`config.mk`:
```
export PLATFORM = sky130hd
export DESIGN_NAME = fact_mmio_responder
export DESIGN_NICKNAME = d
export VERILOG_FILES = /design/src/rtl/fact_mmio_responder.sv
export SDC_FILE = /design/constraint.sdc
export NUM_CORES = 1
export LEC_CHECK = 0
export CAP_MARGIN = 20
export CELL_PAD_IN_SITES_DETAIL_PLACEMENT = 1
export CELL_PAD_IN_SITES_GLOBAL_PLACEMENT = 2
export CORE_MARGIN = 2
export CORE_UTILIZATION = 33
export DETAILED_ROUTE_END_ITERATION = 12
export MAX_ROUTING_LAYER = met4
export PLACE_DENSITY = 0.9
export SETUP_SLACK_MARGIN = 0.15
export SYNTH_ARGS = -nofsm -noshare
export SYNTH_HDL_FRONTEND = slang
export SYNTH_SLANG_ARGS = --single-unit
```
`constraint.sdc`:
```
create_clock -name clk -period 3.63 [get_ports clk]
set_input_delay 0.5445 -clock clk [delete_from_list [all_inputs] [get_ports clk]]
set_output_delay 0.5445 -clock clk [all_outputs]
set_load 0.02 [all_outputs]
```
`src/rtl/fact_mmio_responder.sv`:
```
// Memory-mapped factorial accelerator. It answers bus stores and loads
// for one decoded window of four 32-bit registers:
//   offset 0 = N, 1 = GO/busy, 2 = STATUS {err, done}, 3 = RESULT.
// Software writes n, writes GO, polls STATUS, then reads RESULT.
module fact_mmio_responder #(
  parameter int N_W   = 4,
  parameter int MAX_N = 12
) (
  input  logic        clk,
  input  logic        rst,
  input  logic        we,
  input  logic [1:0]  addr,
  input  logic [31:0] wd,
  output logic [31:0] rd,
  output logic        irq_done
);

  typedef enum logic [1:0] {
    IDLE = 2'd0,
    BUSY = 2'd1,
    DONE = 2'd2
  } state_t;

  localparam logic [1:0]     ADDR_N      = 2'd0;
  localparam logic [1:0]     ADDR_GO     = 2'd1;
  localparam logic [1:0]     ADDR_STATUS = 2'd2;
  localparam logic [1:0]     ADDR_RESULT = 2'd3;
  localparam logic [N_W-1:0] MAX_N_L     = N_W'(MAX_N);
  localparam logic [N_W-1:0] ONE_N       = N_W'(1);

  state_t         state_q, state_d;
  logic [N_W-1:0] n_q, n_d;
  logic [N_W-1:0] cnt_q, cnt_d;
  logic [31:0]    prod_q, prod_d;
  logic [31:0]    result_q, result_d;
  logic           done_q, done_d;
  logic           err_q, err_d;

  logic           goReq;
  logic           busy;
  logic [31:0]    cntExt;

  assign goReq    = we && (addr == ADDR_GO) && wd[0];
  assign busy     = (state_q == BUSY);
  assign cntExt   = {{(32-N_W){1'b0}}, cnt_q};
  assign irq_done = done_q;

  // Register state; an asynchronous reset abandons any running computation.
  always_ff @(posedge clk or negedge rst) begin
    if (!rst) begin
      state_q  <= IDLE;
      n_q      <= '0;
      cnt_q    <= '0;
      prod_q   <= '0;
      result_q <= '0;
      done_q   <= 1'b0;
      err_q    <= 1'b0;
    end else begin
      state_q  <= state_d;
      n_q      <= n_d;
      cnt_q    <= cnt_d;
      prod_q   <= prod_d;
      result_q <= result_d;
      done_q   <= done_d;
      err_q    <= err_d;
    end
  end

  // Next state: N is always writable; GO only starts when not busy; BUSY multiplies down.
  always_comb begin
    state_d  = state_q;
    n_d      = n_q;
    cnt_d    = cnt_q;
    prod_d   = prod_q;
    result_d = result_q;
    done_d   = done_q;
    err_d    = err_q;

    if (we && (addr == ADDR_N)) begin
      n_d = wd[N_W-1:0];
    end

    case (state_q)
      IDLE, DONE: begin
        if (goReq) begin
          done_d = 1'b0;
          err_d  = 1'b0;
          if (n_q > MAX_N_L) begin
            result_d = '0;
            err_d    = 1'b1;
            done_d   = 1'b1;
            state_d  = DONE;
          end else begin
            cnt_d   = n_q;
            prod_d  = 32'd1;
            state_d = BUSY;
          end
        end
      end
      BUSY: begin
        if (cnt_q <= ONE_N) begin
          result_d = prod_q;
          done_d   = 1'b1;
          state_d  = DONE;
        end else begin
          prod_d = prod_q * cntExt;
          cnt_d  = cnt_q - ONE_N;
        end
      end
      default: begin
        state_d = IDLE;
      end
    endcase
  end

  // Load data is a pure mux of the addressed register; reads have no side effects.
  always_comb begin
    rd = '0;
    case (addr)
      ADDR_N:      rd = {{(32-N_W){1'b0}}, n_q};
      ADDR_GO:     rd = {31'b0, busy};
      ADDR_STATUS: rd = {30'b0, err_q, done_q};
      ADDR_RESULT: rd = result_q;
      default:     rd = '0;
    endcase
  end

endmodule

```
==> impl_metrics.json <==
{
  "synth.area.mux_share_pct": 1.38,
  "synth_xor_area_share_pct": 2.49,
  "die_y_um": 152,
  "cts_buffers": 9,
  "final_cells": 1268,
  "cp-startpoint": "cnt_q[3]$_DFFE_PN0P_",
  "htreeDepth": 3,
  "antennaDiodeCount": 0,
  "port_buffers": 41,
  "status": "finished, violations left",
  "whs_ns": 0.0318,
  "synth_edf_count": 0,
  "post_drt_wl_per_cell_um": 21.0,
  "die_w_um": 152,
  "avgSynthCellArea_um2": 8.74,
  "use_met2_pct": 39.7,
  "crit_path_cell_trace": "buf_12 -> and2_1 -> fa_1 -> inv_1 -> fa_1 -> inv_2 -> ha_4 -> nand2_2 -> buf_4 -> o21ai_2 -> a21oi_2 -> buf_4 -> a211o_2 -> nand4_1 -> or3b_1",
  "vias": 6932,
  "syn_inst": 828,
  "drc": 0,
  "cts_tree": "yes",
  "yosys.area.top_type": "dfrtp_1",
  "grt_pass1_wl_mm": 41.8,
  "coreArea_um2": 21700,
  "syn-num-nets": 956,
  "ctsRootBufferMaster": "clkbuf_16",
  "n_fill_cell": 2438,
  "grt_max_degree": 77,
  "finalCritPeriodShare_pct": 108,
  "synth-simple-area-share_pct": 21.5,
  "slew-limit-headroom_pct": 45.2,
  "clk_latency_ns": 0.36,
  "ir_worst_vdd_v": 0.000309,
  "io_pins": 70,
  "hpwl_mm": 18.5,
  "finClkSkew_ns": 0.0132,
  "seq_area_frac_synth_pct": 26.3,
  "rsz0062_at_grt": "yes",
  "synth_top_family_by_area": "adder cells",
  "gr-total-overflow": 0,
  "first_global_vias": 7673,
  "power.density_nw_per_um2": 710,
  "dieArea_um2": 23100,
  "numPlacedInstances": 1232,
  "yosysWarnings": 0,
  "critPathArrivalTime_ns": 4.14,
  "yosysUniqueCellTypes": 67,
  "synth_compound_area_share_pct": 18.0,
  "setup_slack_ns": -0.277,
  "final_net_count": 1111,
  "ys_ff_latch": 76,
  "wl_mm": 26.7,
  "synth_area_leaders": "dfrtp_1, fa_1, and2_1",
  "period_minus_slack_ns": 3.91,
  "first_pass_iters": 5,
  "clkTransAtPathRegs_ns": 0.08,
  "grtUsageTotal_pct": 23.2,
  "path_class": "flip-flop to flip-flop",
  "cpMaxStageDelayCell": "fa_1",
  "worstMarginPinSlew_ns": 0.821,
  "fmax_mhz": 256,
  "antenna_left": 0,
  "drt_iter0_markers": 379,
  "slowest_delay_ns": 0.59,
  "drv_slew": 0,
  "synth.most_common_cell": "inv_1",
  "cp-start-kind": "flip-flop",
  "min_path_type": "input pin to async pin",
  "gp_congestion": 0.909,
  "violations": "setup timing",
  "yosys.area.top_type_share_pct": 26.3,
  "crit_fanout": 8,
  "synth-main-ff-cell": "dfrtp_1",
  "clkSinkCount": 76,
  "start_util_pct": 33.4,
  "grt_util_met1_pct": 29.3,
  "worst_ep_required_time_ns": 3.87,
  "vias_per_cell": 5.47,
  "syn_area_um2": 7240,
  "synth_common_cells": "inv_1, and2_1, nand2_1",
  "hold_violations": 0,
  "busiest_layer": "met2",
  "postSynth.asyncResetShare_pct": 100,
  "leakage_nw": 4.79,
  "area_delta_synth_final_pct": 40.5,
  "r2r_start": "cnt_q[3]$_DFFE_PN0P_",
  "clock_path_buffers": 2,
  "crit_buf_inv": 5,
  "end_kind": "flip-flop",
  "rows": 54,
  "antenna_found_initial": 0,
  "drive_above_1_share_pct": 32.0,
  "use_met3_pct": 2.71,
  "finalSetupViolCount": 13,
  "synthAdderAreaFrac_pct": 21.6,
  "drv_cap": 0,
  "cp_top_family": "adder cells"
}
-- path summary, 6_finish.rpt --
| check | to | slack, ns | cells past startpoint |
|---|---|---|---|
| worst max-delay path | prod_q[26]$_DFFE_PN0P_ | -0.28 | 15 |
| worst min-delay path | prod_q[29]$_DFFE_PN0P_ | 0.03 | 1 |
| worst max register to register | prod_q[26]$_DFFE_PN0P_ | -0.28 | 15 |
| worst min register to register | result_q[19]$_DFFE_PN0P_ | 0.49 | 1 |
| max in group asynchronous | prod_q[14]$_DFFE_PN0P_ | 2.99 | 2 |
| min in group clk | result_q[19]$_DFFE_PN0P_ | 0.49 | 1 |
-- sequential cells by signal, indices dropped and copies added (netlist names) --
signal	cells
state_q	2
n_q	4
cnt_q	4
irq_done	1
result_q	32
err_q	1
prod_q	32
-- area by class of cell --
class | count | area, um2 | share of cell area [%]
multi-input cells | 587 | 5540 | 54.4
flip-flops and latches | 76 | 1900 | 18.7
repair buffers | 192 | 1660 | 16.3
inverters | 117 | 439 | 4.32
well taps | 280 | 350 | 3.44
clock buffers | 9 | 225 | 2.21
clock inverters | 7 | 60.1 | 0.590
-- cell usage in the layout, fill, tap and decap left out, drive strengths merged, types with 4 or more instances in the layout --
| cell type | count |
|---|---|
| clkdlybuf4s50 | 40 |
| inv | 120 |
| ha | 34 |
| fa | 57 |
| a22o | 39 |
| a211oi | 5 |
| nand2 | 82 |
| nor3 | 9 |
| and3 | 36 |
| a32o | 4 |
| a21oi | 36 |
| nor2b | 4 |
| clkbuf | 9 |
| o21ai | 44 |
| or3 | 8 |
| o31ai | 7 |
| buf | 152 |
| dfrtp | 76 |
| mux2 | 6 |
| a211o | 4 |
| nor2 | 25 |
| xnor2 | 10 |
| o21bai | 4 |
| a21o | 10 |
| xor2 | 8 |
| o211ai | 6 |
| nand4 | 14 |
| and2 | 89 |
| nand3 | 10 |
-- cells by family (layout without fill, tap and decap cells) --
group                    Yosys count  after routing
flip-flops                        76             76
XOR/XNOR                          19             19
AND/OR/NAND/NOR                  289            289
AO/OA/AOI/OAI                    180            180
buffers and inverters            165            325
multiplexers                       8              8
adder cells (fa/ha/maj)           91             91
-- metrics by stage --
step	setup TNS [ns]	total power [W]	instance area, um2	util, %	setup WS (ns)
2_1_floorplan	0	0.00399	7650	-	0.0614
3_3_place_gp	-0.946	0.00534	9130	42.1	-0.133
3_5_place_dp	-2.13	0.00558	9130	42.1	-0.187
4_1_cts	-0.934	0.00697	9940	45.8	-0.176
5_1_grt	-3.42	0.00767	10200	46.9	-0.372
6_report	-1.85	0.00722	10200	46.9	-0.277
-- power by group --
group / internal, W / total, W / switching [W] / leakage [nW]
sequential: 0.00114 / 0.00147 / 0.000329 / 1.00
combinational: 0.00221 / 0.00484 / 0.00263 / 3.66
clock: 0.000475 / 0.000912 / 0.000437 / 0.131
-- worst reg2reg max path: stages, from the launching register on --
cell     delay, ns
dfrtp_2       0.50
buf_12        0.18
and2_1        0.17
fa_1          0.59
inv_1         0.07
fa_1          0.52
inv_2         0.06
ha_4          0.28
nand2_2       0.08
buf_4         0.15
o21ai_2       0.16
a21oi_2       0.04
buf_4         0.16
a211o_2       0.36
nand4_1       0.11
or3b_1        0.37
-- what timing repair did --
item / in CTS / in global routing
hold buffers: 0 / 0
endpoints found under the setup margin: 17 / 23
endpoints found under the hold margin: 0 / 0
setup buffers: 9 / 10
pin swaps: 41 / 41
resized for setup: 89 / 41
gates cloned: 1 / 0
-- metal layers --
metal | routed length [um] | up-vias
met5 | 0 | -
met4 | 565 | 0
met3 | 938 | 45
met2 | 13600 | 180
met1 | 11600 | 3608
li1 | - | 3099
Note: power is estimated with default switching activity, not from simulation.
